`config.mk`:
```
export PLATFORM = sky130hd
export DESIGN_NAME = led_arbiter_flat
export DESIGN_NICKNAME = d
export VERILOG_FILES = /design/src/rtl/led_arbiter_if.sv /design/src/rtl/led_arbiter.sv /design/src/flat_wrapper.sv
export SDC_FILE = /design/constraint.sdc
export NUM_CORES = 1
export LEC_CHECK = 0
export ABC_CLOCK_PERIOD_IN_PS = 5300
export BUFFER_PORTS_ARGS = -buffer_cell sky130_fd_sc_hd__buf_4
export CORE_ASPECT_RATIO = 1.25
export CORE_MARGIN = 1
export CORE_UTILIZATION = 55
export CTS_BUF_LIST = sky130_fd_sc_hd__clkbuf_4 sky130_fd_sc_hd__clkbuf_8 sky130_fd_sc_hd__clkbuf_16
export CTS_CLUSTER_DIAMETER = 150
export DETAILED_ROUTE_END_ITERATION = 8
export GPL_ROUTABILITY_DRIVEN = 0
export PLACE_DENSITY = 0.88
export SLEW_MARGIN = 15
export SYNTH_ARGS = -nofsm -noshare
export SYNTH_HDL_FRONTEND = slang
export SYNTH_SLANG_ARGS = --single-unit
```
`constraint.sdc`:
```
create_clock -name clock -period 5.3 [get_ports clock]
set_input_delay 0.265 -clock clock [delete_from_list [all_inputs] [get_ports clock]]
set_output_delay 0.265 -clock clock [all_outputs]
set_load 0.01 [all_outputs]
```
`src/rtl/led_arbiter_if.sv`:
```
// led_arbiter_if: request/LED/grant bundle between requesters and the LED arbiter
interface led_arbiter_if #(
  parameter int N_REQ = 4
);
  logic [N_REQ-1:0]   req_i;
  logic [4*N_REQ-1:0] leds_i;
  logic [N_REQ-1:0]   grant_o;
  logic [3:0]         leds_o;
  logic               busy_o;
  modport master (output req_i, leds_i, input grant_o, leds_o, busy_o);
  modport slave  (input req_i, leds_i, output grant_o, leds_o, busy_o);
endinterface

```
`src/rtl/led_arbiter.sv`:
```
// led_arbiter: round-robin time-sliced sharing of four LEDs with a blank gap between owners
module led_arbiter #(
  parameter int N_REQ          = 4,
  parameter int QUANTUM_CLOCKS = 12000000,
  parameter int GAP_CLOCKS     = 1200000
) (
  input logic          clock,
  input logic          reset,
  led_arbiter_if.slave bus
);
  localparam int MAXC = QUANTUM_CLOCKS > GAP_CLOCKS ? QUANTUM_CLOCKS : GAP_CLOCKS;
  localparam int CW = $clog2(MAXC + 1);
  localparam int PW = N_REQ > 1 ? $clog2(N_REQ) : 1;
  localparam logic [CW-1:0] Q_LAST = CW'(QUANTUM_CLOCKS - 1);
  localparam logic [CW-1:0] G_LAST = CW'(GAP_CLOCKS > 0 ? GAP_CLOCKS - 1 : 0);
  typedef enum logic [1:0] {IDLE, OWN, GAP} state_e;
  state_e           state_q, state_d;
  logic [N_REQ-1:0] grant_q, grant_d;
  logic [PW-1:0]    own_q, own_d, ptr_q, ptr_d, win, ptr_next;
  logic [CW-1:0]    cnt_q, cnt_d;
  logic             others, rel;
  logic [3:0]       leds;
  always_comb begin
    win = ptr_q;
    for (int i = N_REQ - 1; i >= 0; i--)
      if (bus.req_i[(int'(ptr_q) + i) % N_REQ]) win = PW'((int'(ptr_q) + i) % N_REQ);
  end
  // a drop wins over expiry; expiry only preempts when someone else is waiting
  assign others   = |(bus.req_i & ~grant_q);
  assign rel      = !bus.req_i[own_q] || (cnt_q == Q_LAST && others);
  assign ptr_next = own_q == PW'(N_REQ - 1) ? '0 : own_q + 1'b1;
  always_comb begin
    state_d = state_q;
    grant_d = grant_q;
    own_d   = own_q;
    ptr_d   = ptr_q;
    cnt_d   = cnt_q;
    case (state_q)
      IDLE: if (|bus.req_i) begin
        state_d = OWN;
        grant_d = N_REQ'(1) << win;
        own_d   = win;
        cnt_d   = '0;
      end
      OWN: if (rel) begin
        state_d = GAP_CLOCKS > 0 ? GAP : IDLE;
        grant_d = '0;
        ptr_d   = ptr_next;
        cnt_d   = '0;
      end else cnt_d = cnt_q == Q_LAST ? cnt_q : cnt_q + 1'b1;
      GAP: begin
        state_d = cnt_q == G_LAST ? IDLE : GAP;
        cnt_d   = cnt_q == G_LAST ? '0 : cnt_q + 1'b1;
      end
      default: state_d = IDLE;
    endcase
  end
  always_ff @(posedge clock) begin
    if (reset) begin
      state_q <= IDLE;
      grant_q <= '0;
      own_q   <= '0;
      ptr_q   <= '0;
      cnt_q   <= '0;
    end else begin
      state_q <= state_d;
      grant_q <= grant_d;
      own_q   <= own_d;
      ptr_q   <= ptr_d;
      cnt_q   <= cnt_d;
    end
  end
  always_comb begin
    leds = '0;
    for (int k = 0; k < N_REQ; k++) leds = leds | (bus.leds_i[4*k +: 4] & {4{grant_q[k]}});
  end
  assign bus.leds_o  = leds;
  assign bus.grant_o = grant_q;
  assign bus.busy_o  = state_q != IDLE;
endmodule

```
`src/flat_wrapper.sv`:
```
// flat-port wrapper written by rule: the top's interface ports become plain ports
module led_arbiter_flat 
#(
  parameter int N_REQ          = 4,
  parameter int QUANTUM_CLOCKS = 12000000,
  parameter int GAP_CLOCKS     = 1200000
)
  (clock, reset, bus_req_i, bus_leds_i, bus_grant_o, bus_leds_o, bus_busy_o);
  led_arbiter_if #(.N_REQ(N_REQ)) bus_i ();
  input logic clock;
  input logic reset;
  input wire logic [$bits(bus_i.req_i)-1:0] bus_req_i;
  input wire logic [$bits(bus_i.leds_i)-1:0] bus_leds_i;
  output wire logic [$bits(bus_i.grant_o)-1:0] bus_grant_o;
  output wire logic [$bits(bus_i.leds_o)-1:0] bus_leds_o;
  output wire logic [$bits(bus_i.busy_o)-1:0] bus_busy_o;
  assign bus_i.req_i = bus_req_i;
  assign bus_i.leds_i = bus_leds_i;
  assign bus_grant_o = bus_i.grant_o;
  assign bus_leds_o = bus_i.leds_o;
  assign bus_busy_o = bus_i.busy_o;
  led_arbiter #(.N_REQ(N_REQ), .QUANTUM_CLOCKS(QUANTUM_CLOCKS), .GAP_CLOCKS(GAP_CLOCKS)) u_core (.clock(clock), .reset(reset), .bus(bus_i));
endmodule
```
==> flow_summary_export.csv <==
group,metric,value,unit
sta,worst_slack,2.73,ns
clocking,clock-root-buffer,"clkbuf_8",
sta,drv_slew,0,
worst_setup_path,path_delay_family,"compound AO/OA/AOI/OAI gates",
pwr,p_leak,0.924,nW
yosys,yosys_most_used_dff,"dfxtp_1",
drt,drc,0,
worst_setup_path,worst_setup_path_start_kind,"register",
sta,fin_crit_sh,0.485,
drt,drt-initial-drc-count,121,
yosys,synth_most_common_cell,"dfxtp_1",
floorplan,die_w,57.8,um
place,io_buffers,30,
drt,dr.pass1.iters,4,
sta,clock.fmax,389,MHz
worst_setup_path,worstPathCellList,"ha_1 -> and3_1 -> nand3_2 -> o41ai_4 -> o32ai_2 -> and3_1 -> a221o_1",
sta,rsz0062_at_grt,"false",
worst_setup_path,critPathArrivalTime,2.76,ns
clocking,cts_tree,"done",
yosys,yosysWarnings,0,
sta,holdWs,0.239,ns
grt,grt_max_degree,20,
sta,fin_tns_setup,0,ns
place,dp_hpwl,3620,um
floorplan,core-area,3750,sq um
clocking,cts_sinks,34,
yosys,netlist_top_cells_area,"dfxtp_1, nand2_1, a31oi_1, a22oi_1, a21oi_1",
sta,fin_skew,0.0120,ns
yosys,synth_edf_count,0,
worst_setup_path,crit_path_end_kind,"register",
yosys,syn_area,2140,sq um
floorplan,die_h,71.8,um
drt,drt_wl_total,5070,um
worst_setup_path,crit_buf_inv,0,
worst_hold_path,hp-class,"primary input to register",
job,cap_violations,0,
cells_and_area,n_antenna_cell,0,
yosys,synth_nets,294,
drt,wire_per_inst,15.1,um
yosys,synth_seq_cells,34,
sta,fin_crit,2.57,ns
grt,grt_pass1_vias,2030,
cells_and_area,drive_gt1_frac,0.162,
cells_and_area,num-nets-final,324,
yosys,synth_area_per_cell,8.09,sq um
grt,track_usage,0.267,
sta,worst_pin_slew,1.11,ns
yosys,synth_top_area_share,0.318,
floorplan,io_pins,31,
yosys,ys_seq_area_frac,0.318,
clocking,htree_num_levels,2,
worst_setup_path,max_stage_delay,0.56,ns
sta,hold_viol,0,
worst_setup_path,worst_path_most_repeated_cell,"and3_1",
place,place_ws,2.74,ns
grt,antenna_found_initial,0,
clocking,clock_latency,0.30,ns
worst_setup_path,cp.required,5.49,ns
clocking,clkTransAtPathRegs,0.08,ns
drt,dr_total_vias,2131,
pwr,power.density,352,nW/um^2
clocking,cts_hold_buf,0,
pwr,irDropWorstVdd,266,uV
floorplan,rows,25,
floorplan,initial_core_util,0.571,
worst_setup_path,path_class,"register to register",
sta,setup_violations,0,
cells_and_area,area.growth.synth_to_final,15.6,%
worst_setup_path,slowest_stage,"o41ai_4",
yosys,synth_cell_types,52,
drt,final_antenna_net_count,0,
yosys,syn_inst,265,
worst_setup_path,crit_path_max_fanout,19,
clocking,clock_path_buffers,2,
grt,grt_pass1_wl,8780,um
sta,relSlewSlack,0.259,
drt,viasPerCell,6.34,
yosys,synthTopCellsByCount,"dfxtp_1, nand2_1, nor2_1",
clocking,cts_buffers,5,
clocking,post_cts_buffers,0,
cells_and_area,num-fill-cells,318,
status,outcome,"finished clean",
yosys,yosysTopAreaCell,"dfxtp_1",
grt,grt-ovfl-total,0,
clocking,cts-resized-gates,0,
floorplan,fp.dieArea,4150,sq um
yosys,ys_async_sr_fraction,0,
report_power, final:
group	switching [mW]	internal, mW	total (mW)	leakage (nW)
clock network	0.0995	0.104	0.204	0.0472
logic	0.200	0.150	0.350	0.602
registers	0.0382	0.280	0.318	0.275
metrics by stage:
| stage | power (mW) | area [sq um] | cells | utilization |
|---|---|---|---|---|
| floorplan | 0.564 | 2140 | 265 | - |
| global placement | 0.661 | 2380 | 328 | 0.635 |
| detailed placement | 0.673 | 2380 | 328 | 0.635 |
| CTS | 0.873 | 2480 | 336 | 0.660 |
| global route | 0.932 | 2480 | 336 | 0.660 |
| finish | 0.872 | 2480 | 336 | 0.660 |
final timing paths:
| path | from | to | slack, ns | depth (start not counted) |
|---|---|---|---|---|
| worst max-delay path | u_core.cnt_q[0] | u_core.cnt_q[17] | 2.73 | 7 |
| worst min-delay path | reset | u_core.state_q[1] | 0.24 | 2 |
| worst max register to register | u_core.cnt_q[0] | u_core.cnt_q[17] | 2.73 | 7 |
| worst min register to register | u_core.cnt_q[2] | u_core.cnt_q[2] | 0.51 | 1 |
layout by cell type (no fill, tap or decap), types with 2 or more instances in the layout:
cell type  count
dfxtp_1       34
nand2_1       31
buf_4         30
nor2_1        24
a21oi_1       18
a31oi_1       16
inv_1         13
a22oi_1       13
nand3_1       10
and3_1         8
nand4_1        7
o21ai_0        7
ha_1           7
nor4_1         6
clkbuf_8       6
nor2b_1        5
mux2i_1        5
nand2b_1       5
a41oi_1        5
nor3_1         4
nor4b_1        3
a221o_1        3
xnor2_1        3
and4b_1        2
o31ai_1        2
and2_1         2
registers in the layout, indices dropped and copies added, names as in the netlist:
register / cells
u_core.ptr_q: 2
u_core.state_q: 2
u_core.cnt_q: 24
u_core.bus.grant_o: 4
u_core.own_q: 2
per-layer routing:
metal | GRT usage | part of all wire
met1 | 0.327 | 0.44
met2 | 0.439 | 0.50
met3 | 0.0614 | 0.046
met4 | 0.124 | 0.018
met5 | 0 | 0
cell families (layout without fill, tap and decap cells):
logic type,count (synthesis),in the layout,synth area share
xor+xnor,3,3,0.0123
mux,6,6,0.0286
flops,34,34,0.318
compound gates,80,80,0.277
buf+inv,20,51,0.0391
fa+ha+maj,7,7,0.0409
simple gates,115,115,0.284
cell type report:
| type | count | area [sq um] | area share |
|---|---|---|---|
| clock inverters | 2 | 12.5 | 0.00505 |
| well taps | 40 | 50.0 | 0.0202 |
| flip-flops and latches | 34 | 681 | 0.275 |
| inverters | 13 | 48.8 | 0.0197 |
| multi-input cells | 211 | 1380 | 0.556 |
| repair buffers | 30 | 225 | 0.0909 |
| clock buffers | 6 | 82.6 | 0.0333 |
Power figures use the tool's default switching activity.
